**config.mk**
```make
export PLATFORM = sky130hd
export DESIGN_NAME = tap_controller
export DESIGN_NICKNAME = d
export VERILOG_FILES = /design/src/rtl/tap_pkg.sv /design/src/rtl/tap_fsm.sv /design/src/rtl/tap_controller.sv
export SDC_FILE = /design/constraint.sdc
export NUM_CORES = 1
export LEC_CHECK = 0
export ABC_AREA = 1
export CAP_MARGIN = 40
export CORE_MARGIN = 8
export CORE_UTILIZATION = 50
export DETAILED_ROUTE_END_ITERATION = 10
export HOLD_SLACK_MARGIN = 0.1
export PLACE_DENSITY = 0.78
export REMOVE_ABC_BUFFERS = 1
export SYNTH_ARGS = -nofsm -noshare
export SYNTH_HDL_FRONTEND = slang
export SYNTH_SLANG_ARGS = --single-unit
```
**constraint.sdc**
```tcl
create_clock -name TCLK -period 1.85 [get_ports TCLK]
set_input_delay 0.37 -clock TCLK [delete_from_list [all_inputs] [get_ports TCLK]]
set_output_delay 0.37 -clock TCLK [all_outputs]
set_load 0.005 [all_outputs]
```
**src/rtl/tap_pkg.sv**
```systemverilog
// Shared TAP definitions: state encoding, default opcodes and the IR capture pattern.
// The state encoding follows the IEEE 1149.1 reference values, so State reads like a standard TAP.
package tap_pkg;

   typedef enum logic [3:0] {
      S_EXIT2_DR  = 4'h0,
      S_EXIT1_DR  = 4'h1,
      S_SHIFT_DR  = 4'h2,
      S_PAUSE_DR  = 4'h3,
      S_SEL_IR    = 4'h4,
      S_UPDATE_DR = 4'h5,
      S_CAP_DR    = 4'h6,
      S_SEL_DR    = 4'h7,
      S_EXIT2_IR  = 4'h8,
      S_EXIT1_IR  = 4'h9,
      S_SHIFT_IR  = 4'hA,
      S_PAUSE_IR  = 4'hB,
      S_RTI       = 4'hC,
      S_UPDATE_IR = 4'hD,
      S_CAP_IR    = 4'hE,
      S_TLR       = 4'hF
   } tap_state_e;

   localparam logic [1:0] OPC_EXTEST = 2'b00;
   localparam logic [1:0] OPC_SAMPLE = 2'b01;
   localparam logic [1:0] OPC_BYPASS = 2'b11;

   // Captured into the IR shift register: LSB = 1, every other bit 0.
   localparam int unsigned IR_CAPTURE = 1;

endpackage

```
**src/rtl/tap_fsm.sv**
```systemverilog
// 16-state TAP state machine: state register and TMS-driven next-state logic only.
module tap_fsm
   import tap_pkg::*;
(
   input  logic       TCLK,
   input  logic       RstBar,
   input  logic       TMS,
   output logic [3:0] State
);

   tap_state_e state_q;

   always_ff @(posedge TCLK or negedge RstBar) begin
      if (!RstBar) begin
         state_q <= S_TLR;
      end else begin
         case (state_q)
            S_TLR:       state_q <= TMS ? S_TLR       : S_RTI;
            S_RTI:       state_q <= TMS ? S_SEL_DR    : S_RTI;
            S_SEL_DR:    state_q <= TMS ? S_SEL_IR    : S_CAP_DR;
            S_CAP_DR:    state_q <= TMS ? S_EXIT1_DR  : S_SHIFT_DR;
            S_SHIFT_DR:  state_q <= TMS ? S_EXIT1_DR  : S_SHIFT_DR;
            S_EXIT1_DR:  state_q <= TMS ? S_UPDATE_DR : S_PAUSE_DR;
            S_PAUSE_DR:  state_q <= TMS ? S_EXIT2_DR  : S_PAUSE_DR;
            S_EXIT2_DR:  state_q <= TMS ? S_UPDATE_DR : S_SHIFT_DR;
            S_UPDATE_DR: state_q <= TMS ? S_SEL_DR    : S_RTI;
            S_SEL_IR:    state_q <= TMS ? S_TLR       : S_CAP_IR;
            S_CAP_IR:    state_q <= TMS ? S_EXIT1_IR  : S_SHIFT_IR;
            S_SHIFT_IR:  state_q <= TMS ? S_EXIT1_IR  : S_SHIFT_IR;
            S_EXIT1_IR:  state_q <= TMS ? S_UPDATE_IR : S_PAUSE_IR;
            S_PAUSE_IR:  state_q <= TMS ? S_EXIT2_IR  : S_PAUSE_IR;
            S_EXIT2_IR:  state_q <= TMS ? S_UPDATE_IR : S_SHIFT_IR;
            S_UPDATE_IR: state_q <= TMS ? S_SEL_DR    : S_RTI;
            default:     state_q <= S_TLR;
         endcase
      end
   end

   assign State = state_q;

endmodule

```
**src/rtl/tap_controller.sv**
```systemverilog
// Boundary-scan TAP controller: instruction register, bypass register, BSR control
// decode and the negedge-timed TDO path around the tap_fsm state machine.
module tap_controller
   import tap_pkg::*;
#(
   parameter int                  IR_WIDTH  = 2,
   parameter logic [IR_WIDTH-1:0] OP_EXTEST = IR_WIDTH'(OPC_EXTEST),
   parameter logic [IR_WIDTH-1:0] OP_SAMPLE = IR_WIDTH'(OPC_SAMPLE),
   parameter logic [IR_WIDTH-1:0] OP_BYPASS = IR_WIDTH'(OPC_BYPASS)
) (
   input  logic       TCLK,
   input  logic       RstBar,
   input  logic       TMS,
   input  logic       TDI,
   input  logic       BSR_SO,
   output logic       BSR_SI,
   output logic       TDO,
   output logic       TDO_En,
   output logic       ShiftBR,
   output logic       ClockBR,
   output logic       UpdateBR,
   output logic       ModeControl,
   output logic [3:0] State
);

   localparam logic [IR_WIDTH-1:0] IR_CAP = IR_WIDTH'(IR_CAPTURE);

   logic [3:0]          state;
   tap_state_e          st;
   logic [IR_WIDTH-1:0] ir_shift_q, ir_shift_d;
   logic [IR_WIDTH-1:0] ir_q, ir_d;
   logic                bypass_q, bypass_d;
   logic                tdo_q, tdo_d;
   logic                tdo_en_q, tdo_en_d;
   logic                bsel;

   tap_fsm u_fsm (
      .TCLK   (TCLK),
      .RstBar (RstBar),
      .TMS    (TMS),
      .State  (state)
   );

   assign st    = tap_state_e'(state);
   assign State = state;

   // Undefined opcodes fall through to the bypass path because bsel stays low.
   assign bsel = (ir_q == OP_EXTEST) || (ir_q == OP_SAMPLE);

   assign BSR_SI      = TDI;
   assign ClockBR     = !(bsel && ((st == S_CAP_DR) || (st == S_SHIFT_DR)));
   assign ShiftBR     = (st == S_SHIFT_DR);
   assign UpdateBR    = bsel && (st == S_UPDATE_DR);
   assign ModeControl = (ir_q == OP_EXTEST);
   assign TDO         = tdo_q;
   assign TDO_En      = tdo_en_q;

   always_comb begin
      ir_shift_d = ir_shift_q;
      bypass_d   = bypass_q;
      case (st)
         S_CAP_IR:   ir_shift_d = IR_CAP;
         S_SHIFT_IR: ir_shift_d = {TDI, ir_shift_q[IR_WIDTH-1:1]};
         S_CAP_DR:   bypass_d   = 1'b0;
         S_SHIFT_DR: if (!bsel) bypass_d = TDI;
         default:    ;
      endcase
   end

   always_ff @(posedge TCLK or negedge RstBar) begin
      if (!RstBar) begin
         ir_shift_q <= '0;
         bypass_q   <= 1'b0;
      end else begin
         ir_shift_q <= ir_shift_d;
         bypass_q   <= bypass_d;
      end
   end

   always_comb begin
      ir_d = ir_q;
      if (st == S_TLR) begin
         ir_d = OP_BYPASS;
      end else if (st == S_UPDATE_IR) begin
         ir_d = ir_shift_q;
      end
   end

   always_comb begin
      tdo_d    = 1'b0;
      tdo_en_d = 1'b0;
      if (st == S_SHIFT_IR) begin
         tdo_d    = ir_shift_q[0];
         tdo_en_d = 1'b1;
      end else if (st == S_SHIFT_DR) begin
         tdo_d    = bsel ? BSR_SO : bypass_q;
         tdo_en_d = 1'b1;
      end
   end

   // IR and TDO move on the falling edge so they are stable across the next rising edge.
   always_ff @(negedge TCLK or negedge RstBar) begin
      if (!RstBar) begin
         ir_q     <= OP_BYPASS;
         tdo_q    <= 1'b0;
         tdo_en_q <= 1'b0;
      end else begin
         ir_q     <= ir_d;
         tdo_q    <= tdo_d;
         tdo_en_q <= tdo_en_d;
      end
   end

endmodule

```
-- Word level (Yosys, flattened, before mapping)
Index checks and enable logic that the tools add are counted.
- equal/unequal tests: 17
- mux-type cells: 23
- reduce and logical (&&, ||, !) cells: 14
- operators by type and width (kind ; number):
    $pmux 4 s12 ; 1
    $eq 4x4->1 const B ; 8
    $eq 4x3->1 const B ; 4
    $mux 2 ; 8
    $mux 3 ; 4
    $eq 4x2->1 const B ; 2
    $mux 1 ; 7
    $reduce_bool 2->1 ; 3
    $eq 4x1->1 const B ; 1
    $logic_not 4->1 ; 1
    $mux 4 ; 1
    $pmux 2 s2 ; 1
    $reduce_or 2->1 ; 2
    $reduce_or 3->1 ; 1
    $eq 2x1->1 const B ; 1
    $logic_and 1x1->1 ; 2
    $logic_not 2->1 ; 1
    $logic_or 1x1->1 ; 2
    $ne 2x2->1 const B ; 1
    $pmux 1 s2 ; 1
    $reduce_and 2->1 ; 1
    $logic_not 1->1 ; 1
- register bits: 11
- input bits: 5
- logic and storage cells: 60

-- Logic depth before layout (Yosys ltp)
- depth after elaboration: 5
- gate-level depth with buffers: 8
- gate-level depth less buffers: 7

-- By module
A second synthesis with hierarchy kept.
- cell total of the unflattened synthesis: 103
- area, all modules: 679.4 um2
- modules (own cells, without submodules) (module ; times used ; cells an instance ; area each (um2) ; sequential area each (um2)):
    tap_controller ; 1 ; 56 ; 389.1 ; 177.7
    tap_fsm ; 1 ; 47 ; 290.3 ; 105.1

==> results.cfg <==
[status]
status = finished, violations left
violations = negative setup slack

[floorplan]
die_y_um = 52.01
core_mm2 = 0.001252
die-area_mm2 = 0.002705
die_w_um = 52.01
ios = 16
start_util_pct = 51.75
rows = 13

[clocking]
path_clk_slew_ps = 60
htreeDepth = 1
cts_tree = yes
numCtsBuffers = 3
clockRootBuffer = clkbuf_4
clock_sink_count = 11
insertion_delay_ps = 350
clk_path_buf_depth = 2

[synth]
synth_area_um2 = 648.1
synth_top_area_cell = dfstp_2
synthCells = 94
yosys_warnings = 0
yosys.area.top_type_share_pct = 24.32
synth_area_leaders = dfstp_2, nand2_1, dfrtp_1, nor2_1, dfrtn_1
synth_seq_cells = 11
synth_cell_types = 18
yosysSeqAreaShare_pct = 43.63
avgSynthCellArea_um2 = 6.895

[sta]
tightestPinTransition_ps = 279.8
fin_skew_ps = 79.95
hold_violations = 0
finalSetupViolCount = 11
relSlewSlack_pct = 81.29
grt_setup_unrepaired = true
slew_viol_final = 0
worst_slack_ps = -598.1

[finish]
final_cell_mix = buf_4, nand2_1, nor2_1
layout_commonest_cell = buf_4
finish.utilization_pct = 90.71
diodes = 0
area_growth_pct = 75.29
fin_nets = 150
drive_gt1_share_pct = 44.44
finalNonFillerCells = 159

[placement]
place_ws_ps = -599.0
port_buffers = 15
hpwl_um = 1508
dp_cells = 143
gp_congestion = 0.9171

[setup_path]
path_max_fanout = 3
startpoint_type = flip-flop
cp.arrival_ps = 2080
crit_required_ps = 1480
end_kind = primary output
crit_type = reg2out
crit_slowest_cell = dfstp_2
critPathMaxStageDelay_ps = 560
cp_num_buf_inv = 2
worstPathCellList = buf_6, nor2_2, buf_2
rrSetupSlack_ps = -380
crit_family = flip-flops

[drt]
drt.antenna.violating_nets = 0
vias = 896
drc = 0
routedWlPerCell_um = 17.54
drt_iter0_drc = 50
first_pass_iters = 4
totalWireLength_um = 2789
drt-vias-per-instance = 5.635

[power_and_ir_drop]
pwr-share-comb_pct = 65.3
cellPowerDensity_mw_per_mm2 = 1814
netSwitchingFraction_pct = 44.35
seqPwrFrac_pct = 25.5
p_switching_mw = 0.9138
max-vdd-ir-drop_uv = 1261
leakage_nw = 0.6365
clockPowerShare_pct = 9.3
p_int_mw = 1.147
p_total_mw = 2.061

[global_routing]
gr-total-overflow = 0
grt_usage_pct = 19.41
first_global_vias = 915
grt_max_degree = 10
antenna_found_initial = 0
grt_pass1_wl_um = 4015

[run]
cap_violations = 0

[worst_hold_path]
worstHoldPathType = reg2reg
## layer usage
layer	global-route usage [%]	part of all wire (%)	up-vias
met5	0	0	-
met4	14.60	6.3	0
met3	3.704	8.8	18
met2	31.00	49	68
met1	22.28	36	414
li1	-	-	396
## cell type report
cell class                 instances  area, µm²
timing repair buffer              48      397.9
multi-input combinational         69      365.4
sequential                        11      282.8
fill                              51      116.4
inverter                          10      37.54
clock buffer                       3      22.52
tap                               15      18.77
clock inverter                     3      11.26
## per-stage QoR
stage | cell area, µm² | TNS [ps] | hold slack (ps)
2_1_floorplan | 629.4 | -665.9 | 74.41
6_report | 1136 | -3181 | 488.6
3_3_place_gp | 963.4 | -2984 | 463.8
4_1_cts | 1069 | -2735 | 475.4
3_5_place_dp | 963.4 | -3137 | 470.3
5_1_grt | 1136 | -3564 | 497.4
## Yosys cell counts
cell type and instances:
a21oi_1 2, buf_4 2, clkbuf_1 1, dfrtn_1 2, dfrtp_1 3, dfstp_2 6
inv_1 7, inv_2 4, nand2_1 27, nand3_1 7, nand3b_1 3, nor2_1 19
nor2_2 2, nor3_1 3, nor3_2 1, o211ai_1 1, o21ai_0 2, o21ai_1 2
## final timing paths
| path | from | to | cells past startpoint |
|---|---|---|---|
| max in group asynchronous | RstBar | TDO_En$_DFF_NN0_ | 2 |
| min in group asynchronous | RstBar | ir_shift_q[1]$_DFFE_PN0N_ | 2 |
| min reg2reg | ir_q[0]$_DFFE_NN1P_ | ir_q[0]$_DFFE_NN1P_ | 2 |
| min | ir_q[0]$_DFFE_NN1P_ | ir_q[0]$_DFFE_NN1P_ | 2 |
| max | ir_q[1]$_DFFE_NN1P_ | UpdateBR | 3 |
| max reg2reg | ir_q[1]$_DFFE_NN1P_ | bypass_q$_DFFE_PN0P_ | 5 |
## state kept, by name (all words and copies together), names as in the netlist
name / cells
ir_q: 2
ir_shift_q: 2
TDO_En: 1
TDO: 1
u_fsm.State: 4
bypass_q: 1
## worst reg2reg max path: cells and delay by family (launching register included)
family / cells / cell delay [ps]
compound gates: 1 / 100
simple gates: 2 / 250
buf+inv: 2 / 200
flops: 1 / 560
## power groups by stage
stage / clock network (mW) / logic, mW / registers (mW)
CTS: 0.179 / 1.16 / 0.496
detailed placement: 0.0102 / 1.05 / 0.482
floorplan: 0.0102 / 0.415 / 0.522
global placement: 0.0102 / 1.02 / 0.476
finish: 0.191 / 1.35 / 0.524
global route: 0.213 / 1.44 / 0.539
## cells by family after synthesis
kind of cell,count (synthesis),synth area share (%)
DFF,11,43.63
buffers and inverters,14,9.265
and+or+nand+nor,62,41.31
AOI/OAI and AO/OA,7,5.792
## timing repair
action | CTS | global route
pin swaps | 8 | 6
buffers inserted | 8 | 4
hold buffers | 0 | 0
setup endpoints to repair | 11 | 14
gates resized for setup | 33 | 13
Note: power is estimated with default switching activity, not from simulation.
